$ cat src/rtl/uart_rx_engine.sv
`default_nettype none
// ============================================================================
// Module   : uart_rx_engine
// Brief    : UART receive engine: mid-bit sampling, 7/8 data bits, optional
//            odd/even parity, one stop bit, sticky status until cleared.
// Revision : 1.0
// ============================================================================
module uart_rx_engine (
    input  logic        clk,
    input  logic        reset,
    input  logic        rx,
    input  logic        eight,
    input  logic        pen,
    input  logic        ohel,
    input  logic [18:0] k,
    input  logic        clear,
    output logic        rxrdy,
    output logic [7:0]  rdata,
    output logic        pe,
    output logic        fe,
    output logic        ovf
);

    typedef enum logic [1:0] {
        S_IDLE  = 2'd0,
        S_START = 2'd1,
        S_DATA  = 2'd2,
        S_DONE  = 2'd3
    } state_t;

    state_t      r_state;
    logic        r_sync1;
    logic        r_sync2;
    logic [18:0] r_btc;
    logic [3:0]  r_bc;
    logic [9:0]  r_sh;
    logic        r_rxrdy;
    logic [7:0]  r_rdata;
    logic        r_pe;
    logic        r_fe;
    logic        r_ovf;

    logic        w_rxs;
    logic [3:0]  w_nbits;
    logic [3:0]  w_shamt;
    logic [9:0]  w_al;
    logic [3:0]  w_stop_idx;
    logic [3:0]  w_par_idx;
    logic [7:0]  w_data;
    logic        w_par_exp;
    logic        w_pe;
    logic        w_fe;

    assign w_rxs = r_sync2;

    // Samples land MSB-first in a 10-bit window; fewer than 10 samples leave
    // the frame high-aligned, so shift it down until data LSB sits in bit 0.
    assign w_nbits    = 4'd9 + {3'b000, eight} + {3'b000, pen};
    assign w_shamt    = 4'd11 - w_nbits;
    assign w_al       = r_sh >> w_shamt;
    assign w_stop_idx = w_nbits - 4'd2;
    assign w_par_idx  = 4'd7 + {3'b000, eight};
    assign w_data     = eight ? w_al[7:0] : {1'b0, w_al[6:0]};
    assign w_par_exp  = ohel ? ~^w_data : ^w_data;
    assign w_pe       = pen & (w_al[w_par_idx] != w_par_exp);
    assign w_fe       = ~w_al[w_stop_idx];

    always_ff @(posedge clk) begin
        if (reset) begin
            r_sync1 <= 1'b1;
            r_sync2 <= 1'b1;
        end else begin
            r_sync1 <= rx;
            r_sync2 <= r_sync1;
        end
    end

    always_ff @(posedge clk) begin
        if (reset) begin
            r_state <= S_IDLE;
            r_btc   <= '0;
            r_bc    <= '0;
            r_sh    <= '0;
            r_rxrdy <= 1'b0;
            r_rdata <= '0;
            r_pe    <= 1'b0;
            r_fe    <= 1'b0;
            r_ovf   <= 1'b0;
        end else begin
            if (clear && (r_state != S_DONE)) begin
                r_rxrdy <= 1'b0;
                r_pe    <= 1'b0;
                r_fe    <= 1'b0;
                r_ovf   <= 1'b0;
            end

            case (r_state)
                S_IDLE: begin
                    r_btc <= '0;
                    r_bc  <= '0;
                    if (!w_rxs) begin
                        r_state <= S_START;
                    end
                end

                S_START: begin
                    // Magnitude compare keeps a mid-frame change of k from
                    // stalling the counter.
                    if (r_btc >= {1'b0, k[18:1]}) begin
                        r_btc <= '0;
                        if (w_rxs) begin
                            r_state <= S_IDLE;
                        end else begin
                            r_bc    <= 4'd1;
                            r_state <= S_DATA;
                        end
                    end else begin
                        r_btc <= r_btc + 19'd1;
                    end
                end

                S_DATA: begin
                    if (r_btc >= k) begin
                        r_btc <= '0;
                        r_sh  <= {w_rxs, r_sh[9:1]};
                        r_bc  <= r_bc + 4'd1;
                        if ((r_bc + 4'd1) >= w_nbits) begin
                            r_state <= S_DONE;
                        end
                    end else begin
                        r_btc <= r_btc + 19'd1;
                    end
                end

                S_DONE: begin
                    r_rdata <= w_data;
                    r_pe    <= w_pe;
                    r_fe    <= w_fe;
                    r_ovf   <= clear ? 1'b0 : (r_ovf | r_rxrdy);
                    r_rxrdy <= 1'b1;
                    r_btc   <= '0;
                    r_bc    <= '0;
                    r_state <= S_IDLE;
                end

                default: begin
                    r_state <= S_IDLE;
                end
            endcase
        end
    end

    assign rxrdy = r_rxrdy;
    assign rdata = r_rdata;
    assign pe    = r_pe;
    assign fe    = r_fe;
    assign ovf   = r_ovf;

endmodule
`default_nettype wire

$ cat config.mk
export PLATFORM = sky130hd
export DESIGN_NAME = uart_rx_engine
export DESIGN_NICKNAME = d
export VERILOG_FILES = /design/src/rtl/uart_rx_engine.sv
export SDC_FILE = /design/constraint.sdc
export NUM_CORES = 1
export LEC_CHECK = 0
export BUFFER_PORTS_ARGS = -buffer_cell sky130_fd_sc_hd__buf_2
export CORE_ASPECT_RATIO = 0.75
export CORE_UTILIZATION = 53
export CTS_CLUSTER_SIZE = 8
export DETAILED_ROUTE_END_ITERATION = 12
export PLACE_DENSITY = 0.77
export SLEW_MARGIN = 20
export SYNTH_ARGS = -nofsm -noshare
export SYNTH_HDL_FRONTEND = slang
export SYNTH_SLANG_ARGS = --single-unit
$ cat constraint.sdc
create_clock -name clk -period 2.85 [get_ports clk]
set_input_delay 0.855 -clock clk [delete_from_list [all_inputs] [get_ports clk]]
set_output_delay 0.855 -clock clk [all_outputs]
set_load 0.1 [all_outputs]
==> flow_metrics.env <==
export IMPL_regArea_sq_um=980.9
export IMPL_ys_types=45
export IMPL_finalInstanceArea_sq_mm=0.003682
export IMPL_syn_instance_count=373
export IMPL_cts_clk_slew_worst_paths_ns=0.09
export IMPL_leakage_uw=0.001679
export IMPL_multiInputGateArea_sq_mm=0.002041
export IMPL_worst_endpoint_required_ns=3.02
export IMPL_route_vias_total=2666
export IMPL_coreArea_sq_mm=0.005796
export IMPL_cts_hold_buf=0
export IMPL_final_common_cell="nor2_1"
export IMPL_wl_microns=6293
export IMPL_initial_core_util=0.5475
export IMPL_vdd_drop_max_mv=0.2061
export IMPL_slew_viol_final=0
export IMPL_wl_per_cell_microns=12.49
export IMPL_diodes=0
export IMPL_num_fill_cells=495
export IMPL_layout_common_cells="51 x nor2_1, 49 x dfxtp_1, 42 x ha_1, 37 x buf_2, 29 x inv_1"
export IMPL_yosysWarningCount=0
export IMPL_synthArstFlopShare=0
export IMPL_place_area_sq_mm=0.003582
export IMPL_postSynthAreaPerCell_sq_um=8.507
export IMPL_clock_sinks=49
export IMPL_hold_violations=0
export IMPL_drtAntennaViolNets=0
export IMPL_cp_max_fo=2
export IMPL_cts_tree="done"
export IMPL_viasPerCell=5.290
export IMPL_min_path_cells=1
export IMPL_synth_area_top_cells="dfxtp_1 31%, ha_1 17%, nor2_1 6.2%, mux2i_1 4.4%, a21oi_1 4.3%"
export IMPL_grt_max_degree=31
export IMPL_period_share=0.9445
export IMPL_ys_flop_type="dfxtp_1"
export IMPL_synth_edf_count=0
export IMPL_cap_viol_max_count=0
export IMPL_syn_area_sq_mm=0.003173
export IMPL_status="complete, no violations"
export IMPL_place_hpwl_microns=4948
export IMPL_tightest_slew_ns=0.5940
export IMPL_syn_to_final_growth_pct=16.05
export IMPL_slew_headroom=0.6030
export IMPL_cp_common_cell="a21oi_1"
export IMPL_hp_class="flip-flop to flip-flop"
export IMPL_power_uw=1266
export IMPL_period_minus_slack_ns=2.692
export IMPL_reg2regPathDepth=11
export IMPL_seq_area_frac_synth=0.3091
export IMPL_grt_first_pass_wirelength_microns=11030
export IMPL_crit_path_end_kind="flip-flop"
export IMPL_setup_violations=0
export IMPL_clock_latency_ns=0.30
export IMPL_htreeDepth=2
export IMPL_path_class="input port to flip-flop"
export IMPL_dr_pass1_iters=4
export IMPL_num_rows=24
export IMPL_io_buffers=37
export IMPL_max_freq_ghz=0.3715
export IMPL_die_area_sq_mm=0.006304
export IMPL_synth_top_area_cell="dfxtp_1"
export IMPL_dieHeight_microns=69.01
export IMPL_path_cells="buf_2, ha_1, nand2b_1, a211o_1, a221o_1, a21oi_2, o21ai_1, buf_4, xor2_1, a21oi_1, a21oi_1"
export IMPL_gp_congestion=0.8477
export IMPL_antenna_found_initial=0
export IMPL_drc_errors=0
export IMPL_drive_gt1_frac=0.1737
export IMPL_crit_path_start_kind="input port"
export IMPL_gr_total_overflow=0
export IMPL_cts_made_buffers=5
export IMPL_ys_ff_latch=49
export IMPL_grt_pass1_vias=2478
export IMPL_cp_slowest_stage_delay_ns=0.37
export IMPL_io_pins=38
export IMPL_cpMaxStageDelayCell="a221o_1"
export IMPL_num_nets_final=494
export IMPL_cts_buffer_depth=2
export IMPL_track_usage=0.2156
export IMPL_syn_nets=441
export IMPL_whs_ns=0.4186
export IMPL_cp_arrival_ns=2.86
export IMPL_p_per_area_mw_per_mm2=343.9
export IMPL_fin_skew_ns=0.003804
export IMPL_die_w_microns=91.35
export IMPL_drt_iter0_markers=102
export IMPL_synth_top_area_frac=0.3091
export IMPL_cts_root_buf="clkbuf_8"
## metrics by stage
| stage | TNS, ns | std cells | util | setup WS (ns) |
|---|---|---|---|---|
| 2_1_floorplan | 0 | 373 | - | 0.1339 |
| 3_3_place_gp | -4.908 | 497 | 0.6181 | -0.1933 |
| 3_5_place_dp | -7.139 | 497 | 0.6181 | -0.2862 |
| 4_1_cts | 0 | 504 | 0.6330 | 0.02527 |
| 5_1_grt | -0.005875 | 504 | 0.6354 | -0.005875 |
| 6_report | 0 | 504 | 0.6354 | 0.1582 |
## power by group
group          internal [uW]  switching, uW  total [uW]
sequential               687           3.97         691
clock                    193            220         413
combinational           76.5           85.4         162
total                    956            310        1270
## path summary, 6_finish.rpt
| path | startpoint | end | slack, ns |
|---|---|---|---|
| setup / recovery | k[0] | r_bc[0]$_SDFFE_PP0P_ | 0.16 |
| hold / removal | r_sync1$_SDFF_PP1_ | r_sync2$_SDFF_PP1_ | 0.42 |
| setup reg to reg | r_btc[0]$_SDFF_PP0_ | r_bc[0]$_SDFFE_PP0P_ | 0.33 |
| hold reg to reg | r_sync1$_SDFF_PP1_ | r_sync2$_SDFF_PP1_ | 0.42 |
## layout make-up
cell class	instances	area share
inverter	29	0.02956
timing repair buffer	58	0.09990
sequential	49	0.2664
tap	78	0.02650
multi-input combinational	283	0.5542
clock buffer	7	0.02345
## flip-flops by register name, indices dropped and copies added (netlist names), named ones only
name     cells
fe           1
ovf          1
pe           1
r_bc         4
r_btc       19
r_sh        10
r_state      1
r_sync1      1
r_sync2      1
rdata        8
rxrdy        1
## routing by layer
layer  track usage  wire length, microns  part of all wire
met4       0.04762                    36            0.0057
met1        0.3070                  3306              0.53
met5             0                     0                 0
met2        0.3342                  2783              0.44
met3       0.04746                   166             0.026
## cells in the mapped netlist, types with 8 or more instances
cell type   n
a21oi_1    27
clkbuf_1    8
dfxtp_1    49
ha_1       42
inv_1      29
mux2i_1    14
nand2_1    24
nand3_1    16
nor2_1     52
nor2b_1     8
xnor2_1    14
xor2_1     14
## cells by family (layout without fill, tap and decap cells)
group | after synthesis | count (layout) | synth area share
XOR/XNOR | 29 | 29 | 0.08242
multiplexers | 17 | 17 | 0.06545
flip-flops | 49 | 49 | 0.3091
AND/OR/NAND/NOR | 127 | 127 | 0.1865
buffers and inverters | 41 | 94 | 0.05205
adder cells (fa/ha/maj) | 42 | 42 | 0.1656
AO/OA/AOI/OAI | 68 | 68 | 0.1388
## worst max-delay path, delay by kind of cell
kind / cells / cell delay [ns]
AOI/OAI and AO/OA: 6 / 1.21
xor gates and xnor gates: 1 / 0.14
adders and majority gates: 1 / 0.27
buffers and inverters: 2 / 0.26
and+or+nand+nor: 1 / 0.14
## timing repair
item,4_1_cts,5_1_grt
buffers inserted,0,0
gates resized for setup,0,3
setup endpoints to repair,0,20
No activity file was read; power rests on OpenSTA's default activity.
